**src/rtl/chan_sel_pkg.sv**
```systemverilog
// Shared constants for the channel-select register slice: mode encodings and default sizing.
package chan_sel_pkg;

    localparam logic MODE_MANUAL = 1'b0;
    localparam logic MODE_RR     = 1'b1;

    localparam int DEF_WIDTH = 4;
    localparam int DEF_NCH   = 4;

    function automatic int wrap_inc(input int idx, input int n);
        return (idx + 1 >= n) ? 0 : idx + 1;
    endfunction

endpackage

```
**src/rtl/chan_sel_reg_rr_arbiter.sv**
```systemverilog
// Round-robin request picker: first asserted req at or after ptr, wrapping modulo NCH.
module rr_arbiter
    import chan_sel_pkg::*;
#(
    parameter  int NCH  = DEF_NCH,
    localparam int SELW = $clog2(NCH)
) (
    input  logic [NCH-1:0]  req,
    input  logic [SELW-1:0] ptr,
    output logic            gnt_vld,
    output logic [SELW-1:0] gnt_idx
);

    logic [SELW-1:0] w_idx;

    // Scan farthest-first so the last hit written is the one nearest ptr.
    always_comb begin
        gnt_vld = 1'b0;
        gnt_idx = '0;
        w_idx   = '0;
        for (int k = NCH - 1; k >= 0; k--) begin
            w_idx = SELW'((int'(ptr) + k) % NCH);
            if (req[w_idx]) begin
                gnt_vld = 1'b1;
                gnt_idx = w_idx;
            end
        end
    end

endmodule

```
**src/rtl/chan_sel_reg.sv**
```systemverilog
// Channel selector with a one-deep registered output stage; manual or round-robin grant.
// Optional even-parity output out_par is enabled by defining CHAN_SEL_PARITY_EN.
module chan_sel_reg
    import chan_sel_pkg::*;
#(
    parameter  int WIDTH = DEF_WIDTH,
    parameter  int NCH   = DEF_NCH,
    localparam int SELW  = $clog2(NCH)
) (
    input  logic                 clk,
    input  logic                 rst_n,
    input  logic [NCH*WIDTH-1:0] in_data,
    input  logic [NCH-1:0]       in_valid,
    output logic [NCH-1:0]       in_ready,
    input  logic                 mode,
    input  logic [SELW-1:0]      sel,
    output logic [WIDTH-1:0]     out_data,
    output logic [SELW-1:0]      out_ch,
    output logic                 out_valid,
    input  logic                 out_ready
`ifdef CHAN_SEL_PARITY_EN
    ,
    output logic                 out_par
`endif
);

    logic [WIDTH-1:0] r_out_data;
    logic [SELW-1:0]  r_out_ch;
    logic             r_out_valid;
    logic [SELW-1:0]  r_ptr;

    logic             w_load_en;
    logic             w_rr_vld;
    logic [SELW-1:0]  w_rr_idx;
    logic             w_man_vld;
    logic             w_gnt_vld;
    logic [SELW-1:0]  w_gnt_idx;
    logic             w_xfer;
    logic [WIDTH-1:0] w_sel_data;
    logic [SELW-1:0]  w_ptr_nxt;

    rr_arbiter #(.NCH(NCH)) u_rr_arbiter (
        .req     (in_valid),
        .ptr     (r_ptr),
        .gnt_vld (w_rr_vld),
        .gnt_idx (w_rr_idx)
    );

    assign w_load_en = !r_out_valid || out_ready;
    // The range check matters only when NCH is not a power of two.
    assign w_man_vld = (int'(sel) < NCH) && in_valid[sel];
    assign w_gnt_vld = (mode == MODE_RR) ? w_rr_vld : w_man_vld;
    assign w_gnt_idx = (mode == MODE_RR) ? w_rr_idx : sel;
    assign w_xfer    = rst_n && w_load_en && w_gnt_vld;
    assign w_sel_data = in_data[w_gnt_idx*WIDTH +: WIDTH];
    assign w_ptr_nxt  = SELW'(wrap_inc(int'(w_gnt_idx), NCH));

    always_comb begin
        in_ready = '0;
        if (w_xfer) begin
            in_ready[w_gnt_idx] = 1'b1;
        end
    end

    always_ff @(posedge clk) begin
        if (!rst_n) begin
            r_out_data  <= '0;
            r_out_ch    <= '0;
            r_out_valid <= 1'b0;
            r_ptr       <= '0;
        end else if (w_xfer) begin
            r_out_data  <= w_sel_data;
            r_out_ch    <= w_gnt_idx;
            r_out_valid <= 1'b1;
            if (mode == MODE_RR) begin
                r_ptr <= w_ptr_nxt;
            end
        end else if (out_ready) begin
            r_out_valid <= 1'b0;
        end
    end

    assign out_data  = r_out_data;
    assign out_ch    = r_out_ch;
    assign out_valid = r_out_valid;

`ifdef CHAN_SEL_PARITY_EN
    logic r_out_par;

    always_ff @(posedge clk) begin
        if (!rst_n) begin
            r_out_par <= 1'b0;
        end else if (w_xfer) begin
            r_out_par <= ^w_sel_data;
        end
    end

    assign out_par = r_out_par;
`endif

endmodule
```
**config.mk**
```make
export PLATFORM = sky130hd
export DESIGN_NAME = chan_sel_reg
export DESIGN_NICKNAME = d
export VERILOG_FILES = /design/src/rtl/chan_sel_pkg.sv /design/src/rtl/chan_sel_reg_rr_arbiter.sv /design/src/rtl/chan_sel_reg.sv
export SDC_FILE = /design/constraint.sdc
export NUM_CORES = 1
export LEC_CHECK = 0
export BUFFER_PORTS_ARGS = -buffer_cell sky130_fd_sc_hd__buf_4
export CAP_MARGIN = 10
export CORE_MARGIN = 4
export CORE_UTILIZATION = 45
export DETAILED_ROUTE_END_ITERATION = 6
export PLACE_DENSITY = 0.85
export SLEW_MARGIN = 20
export SYNTH_ARGS = -nofsm -noshare
export SYNTH_HDL_FRONTEND = slang
export SYNTH_SLANG_ARGS = --single-unit
```
**constraint.sdc**
```tcl
create_clock -name clk -period 2.2 [get_ports clk]
set_clock_uncertainty 0.15 [all_clocks]
set_input_delay 0.11 -clock clk [delete_from_list [all_inputs] [get_ports clk]]
set_output_delay 0.11 -clock clk [all_outputs]
set_load 0.02 [all_outputs]
```
# Yosys cells after proc, flatten, opt, wreduce, memory -nomap -nowiden
# Index checks and enable logic that the tools add are counted.
# word_totals
out_inout_bits	11
latch_bits	0
mem_count	0
rom_bits	0
ramBits	0
reg_bits	9
elab_cells	50
input_bits	26
# op_classes
n_div	0
reduce_logical	7
add_sub_neg	4
mul	0
eq_ne	0
bitwise	0
order_cmp	8
muxes	26
shift	1
# ops
cell	n
$lt A2 B3 Y1 const B	6
$shiftx A16 B5 Y4	1
$mux W1	13
$mux W2	6
$bmux W1 S2	5
$add A2 B2 Y2 const B	2
$mux W4	1
$add A2 B1 Y3 const B	1
$ge A3 B3 Y1 const B	1
$logic_and A1 B1 Y1	3
$add A2 B1 Y2 const B	1
$demux W1 S2	1
$ge A2 B1 Y1 const B	1
$reduce_and A2 Y1	1
$reduce_bool A2 Y1	1
$logic_not A1 Y1	1
$logic_or A1 B1 Y1	1

# Logic depth before layout (Yosys ltp)
# Gate-level depths: netlist of the first run.
# logic_depth
depth_word	13
depth_mapped	8
mapped_depth_nobuf	6

# By module
# A second synthesis of the first run with hierarchy kept.
# unflattened
cells_unflattened	75
hier_area_um2	724.4
# by_module_without_submodules
module	instances	area_each_um2	seq_area_each_um2	cells_per_inst
chan_sel_reg	1	646.9	180.2	62
rr_arbiter	1	77.6	0.0	13

# Worst setup path after synthesis of the first run
# OpenSTA, ideal clock, no wires.
# synth_path
path_type	reg2out
start	register r_out_valid (netlist: out_valid)
end	output in_ready[1]
arrival_time_ns	1.719
required_ns	1.940
n_path_buf	1
path_slack_ns	0.221
stages_incl_launch_ff	6
path_cell_list	dfxtp_1 > nand2b_1 > nand2_1 > or4_4 > buf_6 > nor3_1
# synth_via
elab_chain_cells	5
# synth_lines
item	line_no	rtl
start, declared	chan_sel_reg.sv:29	logic r_out_valid;
start signal, assigned	chan_sel_reg.sv:69	r_out_valid <= 1'b0;
start signal, assigned	chan_sel_reg.sv:74	r_out_valid <= 1'b1;
start signal, assigned	chan_sel_reg.sv:79	r_out_valid <= 1'b0;
$logic_not A1 Y1	chan_sel_reg.sv:49	assign w_load_en = !r_out_valid || out_ready;
$logic_or A1 B1 Y1	chan_sel_reg.sv:49	
$logic_and A1 B1 Y1 (2 in series)	chan_sel_reg.sv:54	assign w_xfer = rst_n && w_load_en && w_gnt_vld;
$mux W4	chan_sel_reg.sv:60	if (w_xfer) begin
end, declared	chan_sel_reg.sv:14	output logic [NCH-1:0] in_ready,
# Every way passes these cells.

# Worst setup path after layout of the first run
# layout_path
start	register r_ptr[1]
end	output in_ready[2]
# layout_via
elab_chain_cells	13
elab_cells_between_ends	28
cone_classes	add/sub: 3; order compare: 2; mux: 21; reduce/logical: 2
# layout_lines
item	line_no	rtl
start, declared	chan_sel_reg.sv:30	logic [SELW-1:0] r_ptr;
start signal, assigned	chan_sel_reg.sv:76	r_ptr <= w_ptr_nxt;
$add A2 B2 Y2	chan_sel_reg_rr_arbiter.sv:22	w_idx = SELW'((int'(ptr) + k) % NCH);
$bmux W1 S2	chan_sel_reg_rr_arbiter.sv:23	if (req[w_idx]) begin
$mux W1 (not written as such)	chan_sel_reg_rr_arbiter.sv:23	
$mux W2 (4 in series)	chan_sel_reg_rr_arbiter.sv:23	
$mux W2	chan_sel_reg.sv:53	assign w_gnt_idx = (mode == MODE_RR) ? w_rr_idx : sel;
$lt A2 B3 Y1 (not written as such) or $ge A2 B1 Y1 (tied branches)	chan_sel_reg.sv:61	in_ready[w_gnt_idx] = 1'b1;
$logic_and A1 B1 Y1 (not written as such)	chan_sel_reg.sv:61	
$mux W1 (not written as such)	chan_sel_reg.sv:61	
$demux W1 S2	chan_sel_reg.sv:61	
$mux W4 *	chan_sel_reg.sv:60	
# Every way passes the cells marked *; elsewhere a longest branch is shown, timed or not. The select of a mux whose other input is x is not followed.

==> summary.md, run 1 <==
| Metric | Value |
|---|---|
| Clock Tree Root | `clkbuf_4` |
| Total GRT Usage | `just under 20%` |
| Syn Nets | `118` |
| RSZ-0062 raised after global routing | `false` |
| Async SR Flop Fraction | `0%` |
| Setup crit end kind | `output port` |
| Critical path's largest stage delay | `0.50 ns` |
| Initial DRC count | `29` |
| Hold crit path type | `in -> reg` |
| Largest net degree at the start of global routing | `14` |
| Row count | `14` |
| Area occupied by multi-input gates | `548.0 um^2` |
| Synth unique cells | `38` |
| Worst-path clk slew | `0.06 ns` |
| Crit path cell chain | `and3b_1 > nor3_1 > a221o_2 > ha_4 > and2_1 > buf_6` |
| Post-route ant nets | `0` |
| Core Area | `around 1600 um^2` |
| H-tree levels | `1` |
| EDFF count, synth | `0` |
| Fmax | `~480 MHz` |
| Switch Pwr | `between 200 and 250 uW` |
| P per Cell Area | `522.0 nW/um^2` |
| Top cell type by total area after synthesis | `dfxtp_1` |
| Synth Warn # | `0` |
| Clock latency on the worst-skew pair | `0.26 ns` |
| Top-count cell post-synth | `dfxtp_1` |
| Setup violations, final | `0` |
| Layout area overhead | `44.86%` |
| Power Internal | `370.5 uW` |
| Cell Count, Final, Fillers Out | `146` |
| Critical path class | `reg -> out` |
| Setup TNS | `0 ns` |
| GPL Wtd Cong | `0.8816` |
| Main synth FF type | `dfxtp_1` |
| Initial Utilization | `49.20%` |
| Slowest CP cell | `a221o_2` |
| HPWL after DPL | `1722 um` |
| Startpoint types | `flop` |
| N_diodes | `0` |
| Placed cell count | `roughly 140` |
| VDD IR max | `~500 uV` |
| Comb pwr share | `about 43%` |
| Fin nets | `158` |
| TritonCTS buffer count | `3` |
| Sequential Power Share | `34.0%` |
| Max_cap viols | `0` |
| Failing checks | `negative hold slack` |
| Max Buffers Root-to-Sink | `2` |
| Pin slew with the least headroom to its limit | `roughly 0.74 ns` |
| Fin crit share | `95.68%` |
| Port bufs | `36` |
| Sw frac | `approximately 36%` |
| Number of vias per cell | `6.041` |
| Fin crit period | `between 2 and 2.5 ns` |
| Top cells by area, synth | `dfxtp_1 23%, o31ai_2 6.5%, nand3_1 5.2%` |
| Antenna violations before repair | `0` |
| Critical Path AT | `1.84 ns` |
| Final slew viol count | `0` |
| Vias in the first global route | `836` |
| Grt ovf | `0` |
| Die area | `2429 um^2` |
| Fill cell count | `between 100 and 150` |
| Synthesis-stage register bit count | `9` |
| Drt drc | `0` |
| Via count | `882` |
| Final wirelength | `2293 um` |
| Req. time, crit path | `just under 2 ns` |
| Fin util | `71.27%` |
| Post-synthesis sequential area ratio | `between 20% and 30%` |
| Die H | `49.29 um` |
| Gate Count Post-Synth | `91` |
| Clk sinks | `9` |
| FF/Latch Area | `185.2 um^2` |
| Syn_area_per_cell | `8.428 um^2` |
| CTS tree | `done` |
| Number of I/O pins | `37` |
| Leakage | `0.0005237 uW` |
| Share of power burned in the clock network | `23.3%` |
| Layout cell share with drive strength beyond 1 | `43.08%` |
| Critical path peak fanout | `13` |
| Drt first pass iters | `4` |
| WL/cell | `15.71 um` |
| Area share of the largest cell type after synthesis | `between 20% and 30%` |
| Global-route wire length before repair | `roughly 3800 um` |
| DIE WIDTH | `49.29 um` |
| Most instantiated cells after synthesis | `9 x dfxtp_1, 8 x inv_1, 8 x nand3_1, 5 x and2_1, 5 x nor2_1` |
| Final Hold Viols | `1` |
| Max_slew headroom | `between 50% and 60%` |
| Status | `finished with violations` |
| Synthesized area | `about 770 um^2` |
| Hold slack final | `-0.0002093 ns` |
==> critical path, delay by kind of cell (launching register included) <==
family	cells	cell delay, ns
AO/OA/AOI/OAI	1	0.50
adder cells (fa/ha/maj)	1	0.20
buffers and inverters	1	0.13
flip-flops	1	0.39
AND/OR/NAND/NOR	3	0.37
==> final timing paths <==
kind / slack (ns) / from / depth (start not counted) / endpoint
setup reg to reg: 0.35 / r_ptr[1] / 5 / out_data[0]
setup / recovery: 0.1 / r_ptr[1] / 6 / in_ready[2]
hold / removal: -0.0002 / out_ready / 3 / out_valid
hold reg to reg: 0.33 / out_data[0] / 2 / out_data[0]
==> kinds of logic (layout without fill, tap and decap cells) <==
group / after synthesis / count (layout) / share of synthesized area, %
fa+ha+maj: 1 / 1 / 1.631
compound gates: 27 / 27 / 33.28
flops: 9 / 9 / 23.49
simple gates: 40 / 40 / 30.83
buf+inv: 12 / 51 / 8.157
mux: 2 / 2 / 2.610
==> cell type report <==
type	count	area share, %
tap	16	1.802
inverter	8	2.703
sequential	9	16.67
clock buffer	4	2.365
timing repair buffer	39	27.14
multi-input combinational	70	49.32
==> per-layer routing <==
metal,global-route usage [%],vias up,wire [um]
li1,-,426,-
met1,22.49,403,936
met2,33.48,46,1103
met3,8.257,7,230
met4,5.213,0,23
met5,0,-,0
==> cells in the final DEF, fill, tap and decap left out, types with 3 or more instances in the layout <==
| cell type | instances |
|---|---|
| nand3_1 | 8 |
| o211a_1 | 4 |
| inv_1 | 7 |
| a21oi_1 | 4 |
| o31ai_2 | 4 |
| a221oi_1 | 3 |
| dfxtp_1 | 7 |
| clkbuf_4 | 3 |
| nand2_1 | 4 |
| nor2_1 | 5 |
| buf_4 | 36 |
| and2_1 | 5 |
| nand2b_1 | 3 |
==> through the flow <==
| step | setup slack [ns] | power [uW] | instance area (um^2) | hold slack [ns] |
|---|---|---|---|---|
| floorplan | 0.2205 | 342.9 | 767.0 | 0.1164 |
| global placement | 0.2074 | 426.0 | 1025 | 0.2396 |
| detailed placement | 0.1284 | 433.4 | 1025 | 0.2477 |
| CTS | 0.003446 | 569.2 | 1081 | 0.000007827 |
| global route | 0.007561 | 622.9 | 1111 | 0.01717 |
| finish | 0.09501 | 580.0 | 1111 | -0.0002093 |
==> flip-flops by register name, summed over array words and instances (netlist names) <==
| name | flops |
|---|---|
| out_ch | 2 |
| out_data | 4 |
| out_valid | 1 |
| r_ptr | 2 |
==> timing repair <==
item / in CTS / in global routing
resized for setup: 2 / 8
hold buffers: 2 / 0
endpoints found under the hold margin: 5 / 0
setup endpoints to repair: 1 / 4
pin swaps: 1 / 4
buffers inserted: 1 / 0
==> power groups by stage <==
stage	logic, uW	registers (uW)	clock network, uW
after floorplan	125	218	0
after global placement	228	198	0
after CTS	241	196	132
after global routing	268	200	155
final	248	197	135
after detailed placement	234	200	0
Power figures use the tool's default switching activity.
==> run 2: changes to the inputs <==
==> constraint.sdc (replaced) <==
create_clock -name clk -period 2.7 [get_ports clk]
set_clock_uncertainty 0.15 [all_clocks]
set_input_delay 0.135 -clock clk [delete_from_list [all_inputs] [get_ports clk]]
set_output_delay 0.135 -clock clk [all_outputs]
set_load 0.02 [all_outputs]
==> run 2 against run 1 <==
The run now ends clean. Power is 22% lower. Critical path depth is 3 higher. Largest power group unchanged. First-iteration DRC count is 31% lower. Setup slack better by 0.17 ns. Global-route usage is 1.4 points lower. Utilization is 3.2 points lower. Count of clock-buffer cells in the layout stayed put. Register-to-register slack better by 0.26 ns. Worst hold slack better by 0.0071 ns.
==> summary.md, run 2 (synthesis gave the netlist of run 1 again) <==
| Metric | Value |
|---|---|
| Status | `finished, final reports clean` |
| Fmax | `just over 400 MHz` |
| Commonest non-fill, non-tap cell in the layout | `buf_4` |
| Worst Hold Path Cells | `3 (unchanged)` |
| Met3 routed WL | `247 um (+7.4%)` |
| Via count | `866 (-1.8%)` |
| P per Cell Area | `427.2 nW/um^2 (-18%)` |
| Final Hold Viols | `0 (-1)` |
| Critical Path AT | `2.15 ns (+0.31 ns)` |
| Worst-path clk slew | `0.06 ns (about the same)` |
| Initial DRC count | `20 (-31%)` |
| GPL Wtd Cong | `0.8847 (+0.35%)` |
| Startpoint types | `primary input` |
| Global-route wire length before repair | `3498 um (-7.5%)` |
| Setup violations, final | `0 (unchanged)` |
| Drt first pass iters | `4 (unchanged)` |
| Layout cell share with drive strength beyond 1 | `38.28% (-4.8 points)` |
| Grt ovf | `0 (unchanged)` |
| Total GRT Usage | `18.35% (-1.4 points)` |
| Req. time, crit path | `2.41 ns (+0.47 ns)` |
| Die area | `2429 um^2 (unchanged)` |
| Number of vias per cell | `6.014 (-0.45%)` |
| VDD IR max | `304.4 uV (-39%)` |
| Setup TNS | `0 ns (unchanged)` |
| Critical path peak fanout | `9 (-4)` |
| Fin nets | `156 (-1.3%)` |
| Max Buffers Root-to-Sink | `2 (unchanged)` |
| DIE WIDTH | `49.29 um (unchanged)` |
| Clk sinks | `9 (unchanged)` |
| Layout area overhead | `38.34%` |
| Area occupied by multi-input gates | `524.3 um^2 (-4.3%)` |
| Final wirelength | `2134 um (-6.9%)` |
| Clock Tree Root | `clkbuf_4` |
| Setup crit end kind | `output port` |
| CTS tree | `done` |
| WL/cell | `14.82 um (-5.6%)` |
| N_diodes | `0 (unchanged)` |
| Max reg flops | `4 (unchanged)` |
| HPWL after DPL | `1665 um (-3.3%)` |
| FF-to-FF path depth | `5 (unchanged)` |
| Leakage | `0.0005112 uW (-2.4%)` |
| Die H | `49.29 um (unchanged)` |
| Critical path class | `in -> out` |
| FF/Latch Area | `180.2 um^2 (-2.7%)` |
| Post-route ant nets | `0 (unchanged)` |
| Most frequent cells in the layout | `36 x buf_4, 9 x dfxtp_1, 8 x inv_1, 8 x nand3_1` |
| Row count | `14 (unchanged)` |
| Overall power | `453.3 uW (-22%)` |
| Fin crit period | `2.434 ns` |
| Number of I/O pins | `37 (unchanged)` |
| H-tree levels | `1 (unchanged)` |
| Fin crit share | `approximately nine tenths` |
| WL met1 | `843 um (-9.9%)` |
| Routed length on met2 | `1024 um (-7.2%)` |
| Crit path cell chain | `dlygate4sd3_1 > buf_4 > inv_1 > o31ai_4 > nand2_2 > inv_1 > ha_1 > and2_1 > buf_4` |
| Port bufs | `36 (unchanged)` |
| Antenna violations before repair | `0 (unchanged)` |
| Pin slew with the least headroom to its limit | `0.6254 ns (-0.1172 ns)` |
| Max_slew headroom | `57.96% (+7.6 points)` |
| Initial Utilization | `49.20% (unchanged)` |
| Fill cell count | `122 (-9.0%)` |
| Vias in the first global route | `808 (-3.3%)` |
| RSZ-0062 raised after global routing | `false` |
| Slowest CP cell | `dlygate4sd3_1` |
| Max_cap viols | `0 (unchanged)` |
| Core Area | `1559 um^2 (unchanged)` |
| Final slew viol count | `0 (unchanged)` |
| Critical path's largest stage delay | `0.53 ns (+0.03 ns)` |
| Drt drc | `0 (unchanged)` |
| Clock latency on the worst-skew pair | `0.26 ns (about the same)` |
| Top Metal Used | `met4` |
| Hold crit path type | `in -> reg` |
| Largest net degree at the start of global routing | `14 (unchanged)` |
| TritonCTS buffer count | `3 (unchanged)` |
[run 2: area by class of cell]
| cell class | instances | area share (%) |
|---|---|---|
| multi-input cells | 70 | 49.41 |
| repair buffers | 37 | 26.42 |
| flip-flops and latches | 9 | 16.98 |
| inverters | 8 | 2.830 |
| clock buffers | 4 | 2.476 |
| well taps | 16 | 1.887 |
[run 2: what timing repair did]
action,4_1_cts,5_1_grt
setup buffers,0,0
endpoints found under the hold margin,1,0
hold buffers,1,0
resized for setup,0,0
[run 2: critical path, delay by kind of cell]
family / cells / cell delay [ns]
AOI/OAI and AO/OA: 1 / 0.39
adders and majority gates: 1 / 0.18
buffers and inverters: 5 / 1.17
and+or+nand+nor: 2 / 0.28
[run 2: per-stage QoR]
step | cells | setup WS, ns | cell area, um^2 | utilization, % | hold slack [ns]
finish | 144 | 0.2655 | 1061 | 68.06 | 0.006875
CTS | 144 | 0.2573 | 1061 | 68.06 | 0.00008721
detailed placement | 139 | 0.6131 | 1025 | 65.73 | 0.2752
global route | 144 | 0.1070 | 1061 | 68.06 | 0.008961
floorplan | 91 | 0.6955 | 767.0 | - | 0.1414
global placement | 139 | 0.6998 | 1025 | 65.73 | 0.2649
[run 2: worst paths after layout]
path	slack, ns	startpoint	endpoint
setup / recovery	0.27	mode	in_ready[2]
hold / removal	0.007	rst_n	out_data[0]
setup reg to reg	0.61	r_ptr[1]	r_ptr[1]
hold reg to reg	0.33	out_data[0]	out_data[0]
[run 2: power by group]
part	leakage (uW)	internal [uW]	total (uW)	switching, uW
clock network	0.0000150	57.0	104	47.0
logic	0.000422	89.7	189	99.6
registers	0.0000744	149	160	11.3
total	0.000511	295	453	158
[run 2: per-layer routing]
layer  vias up  track usage, %
met4         0           3.318
met5         -               0
met2        44           31.25
li1        420               -
met3         2           9.174
met1       400           20.48
==> run 3: changes to the inputs <==
--- a/config.mk
+++ b/config.mk
@@ -10,7 +10,7 @@
 export CORE_MARGIN = 4
 export CORE_UTILIZATION = 45
 export DETAILED_ROUTE_END_ITERATION = 6
-export PLACE_DENSITY = 0.85
+export PLACE_DENSITY = 0.78
 export SLEW_MARGIN = 20
 export SYNTH_ARGS = -nofsm -noshare
 export SYNTH_HDL_FRONTEND = slang
==> run 3 against run 2 <==
Global-route usage grew 1.1 points. Power up 0.23%. Final cell count did not move. Setup slack got worse by 0.041 ns. Critical path depth stayed put. Largest power group unchanged.
==> summary.md, run 3 (synthesis gave the netlist of run 1 again) <==
| Metric | Value |
|---|---|
| Req. time, crit path | `2.41 ns (about the same)` |
| Core Area | `1559 um^2 (unchanged)` |
| Drt first pass iters | `4 (unchanged)` |
| Startpoint types | `primary input` |
| Setup violations, final | `0 (unchanged)` |
| WL/cell | `15.19 um (+2.5%)` |
| Total GRT Usage | `19.44% (+1.1 points)` |
| Fill cell count | `128 (+4.9%)` |
| RSZ-0062 raised after global routing | `false` |
| Cell Count, Final, Fillers Out | `144 (unchanged)` |
| Final slew viol count | `0 (unchanged)` |
| Vias in the first global route | `830 (+2.7%)` |
| Crit path launch | `mode` |
| DIE WIDTH | `49.29 um (unchanged)` |
| Clock latency on the worst-skew pair | `0.26 ns (about the same)` |
| Global-route wire length before repair | `3739 um (+6.9%)` |
| Via count | `849 (-2.0%)` |
| Fin crit share | `91.69% (+1.5 points)` |
| Layout area overhead | `38.34% (unchanged)` |
| Status | `finished, final reports clean` |
| Max reg flops | `4 (unchanged)` |
| TritonCTS buffer count | `3 (unchanged)` |
| Worst-path clk slew | `0.06 ns (about the same)` |
| Max_slew headroom | `55.07% (-2.9 points)` |
| Setup TNS | `0 ns (unchanged)` |
| Die area | `2429 um^2 (unchanged)` |
| Commonest non-fill, non-tap cell in the layout | `buf_4` |
| HPWL after DPL | `1718 um (+3.1%)` |
| Fmax | `403.9 MHz (-1.7%)` |
| Pin slew with the least headroom to its limit | `0.6684 ns (+0.04302 ns)` |
| R2r setup slk | `0.59 ns (-0.02 ns)` |
| Final Hold Viols | `0 (unchanged)` |
| Initial DRC count | `27 (+35%)` |
| Grt ovf | `0 (unchanged)` |
| Placed cell area | `1025 um^2 (unchanged)` |
| Hold slack final | `0.02151 ns (+0.01464 ns)` |
| Clock Tree Root | `clkbuf_4` |
| CTS tree | `done` |
| N_diodes | `0 (unchanged)` |
| FF-to-FF path depth | `5 (unchanged)` |
| Post-CTS Hold Buffers | `1 (unchanged)` |
| Layout cell share with drive strength beyond 1 | `38.28% (unchanged)` |
| Initial Utilization | `49.20% (unchanged)` |
| Hold crit path type | `in -> reg` |
| Slowest CP cell | `dlygate4sd3_1` |
| Die H | `49.29 um (unchanged)` |
| Drt drc | `0 (unchanged)` |
| Crit path cell chain | `dlygate4sd3_1 > buf_4 > inv_1 > o31ai_4 > nand2_2 > inv_1 > ha_1 > and2_1 > buf_4` |
| Worst r2r src | `r_ptr[1]` |
| P per Cell Area | `428.2 nW/um^2 (+0.23%)` |
| Final wirelength | `2188 um (+2.5%)` |
| Fin nets | `156 (unchanged)` |
| Port bufs | `36 (unchanged)` |
| Antenna violations before repair | `0 (unchanged)` |
| Number of I/O pins | `37 (unchanged)` |
| Fin crit period | `2.476 ns (+0.04115 ns)` |
| Leakage | `0.0005112 uW (unchanged)` |
| PostCTS Resize Cnt | `0 (unchanged)` |
| Final instance area | `1061 um^2 (unchanged)` |
| Critical Path AT | `2.19 ns (+0.04 ns)` |
| Largest net degree at the start of global routing | `14 (unchanged)` |
| Row count | `14 (unchanged)` |
| Post-route ant nets | `0 (unchanged)` |
| Post-CTS Setup Bufs | `0 (unchanged)` |
| Most frequent cells in the layout | `36 x buf_4, 9 x dfxtp_1, 8 x inv_1, 8 x nand3_1` |
| Clk sinks | `9 (unchanged)` |
| Number of vias per cell | `5.896 (-2.0%)` |
| Worst Setup EP | `in_ready[2]` |
| Placed cell count | `139 (unchanged)` |
| VDD IR max | `435.9 uV (+43%)` |
| Critical path peak fanout | `9 (unchanged)` |
| Max Buffers Root-to-Sink | `2 (unchanged)` |
| Critical path class | `in -> out` |
| Max_cap viols | `0 (unchanged)` |
| Critical path's largest stage delay | `0.52 ns (about the same)` |
| H-tree levels | `1 (unchanged)` |
| FF-to-FF End | `r_ptr[1]` |
| Setup crit end kind | `output port` |
| GPL Wtd Cong | `0.8905 (+0.66%)` |
run 3: cell counts in the layout (fill, tap and decap cells not counted):
Identical to the previous run, type by type.
run 3: metal layers:
metal	up-vias	track usage [%]	wire length, um
li1	421	-	-
met1	388	22.53	917
met2	38	32.81	1063
met3	2	7.339	200
met4	0	5.687	6
met5	-	0	0
run 3: through the flow:
stage               setup WS [ns]  util (%)  power (uW)
floorplan                  0.6955         -       279.4
global placement           0.6987     65.73       348.5
detailed placement         0.6208     65.73       352.7
CTS                        0.2473     68.06       458.8
global route              0.05504     68.06       492.0
finish                     0.2244     68.06       454.3
run 3: area by class of cell:
class                           instances  area [um^2]  share of cell area (%)
Clock buffer                            4        26.28                   2.476
Inverter                                8        30.03                   2.830
Multi-Input combinational cell         70        524.3                   49.41
Sequential cell                         9        180.2                   16.98
Tap cell                               16        20.02                   1.887
Timing Repair Buffer                   37        280.3                   26.42
run 3: critical path: cells and delay by family:
| family | cells | cell delay, ns |
|---|---|---|
| buffers and inverters | 5 | 1.18 |
| AO/OA/AOI/OAI | 1 | 0.39 |
| AND/OR/NAND/NOR | 2 | 0.28 |
| adder cells (fa/ha/maj) | 1 | 0.20 |
run 3: how the worst min path moves through the flow:
stage | start | endpoint | slack, ns | cells past startpoint
after floorplan | rst_n | out_data[0] | 0.14 | 2
after global placement | mode | r_ptr[1] | 0.27 | 2
after detailed placement | mode | r_ptr[1] | 0.27 | 2
after CTS | out_ready | out_valid | 0.02 | 3
after global routing | out_ready | out_valid | 0.02 | 3
final | out_ready | out_valid | 0.02 | 3
run 3: power breakdown:
group          switching, uW  total (uW)  internal [uW]
Sequential              10.5         159            149
Combinational            101         192           90.1
Clock                   46.7         104           56.9
Total                    159         454            296
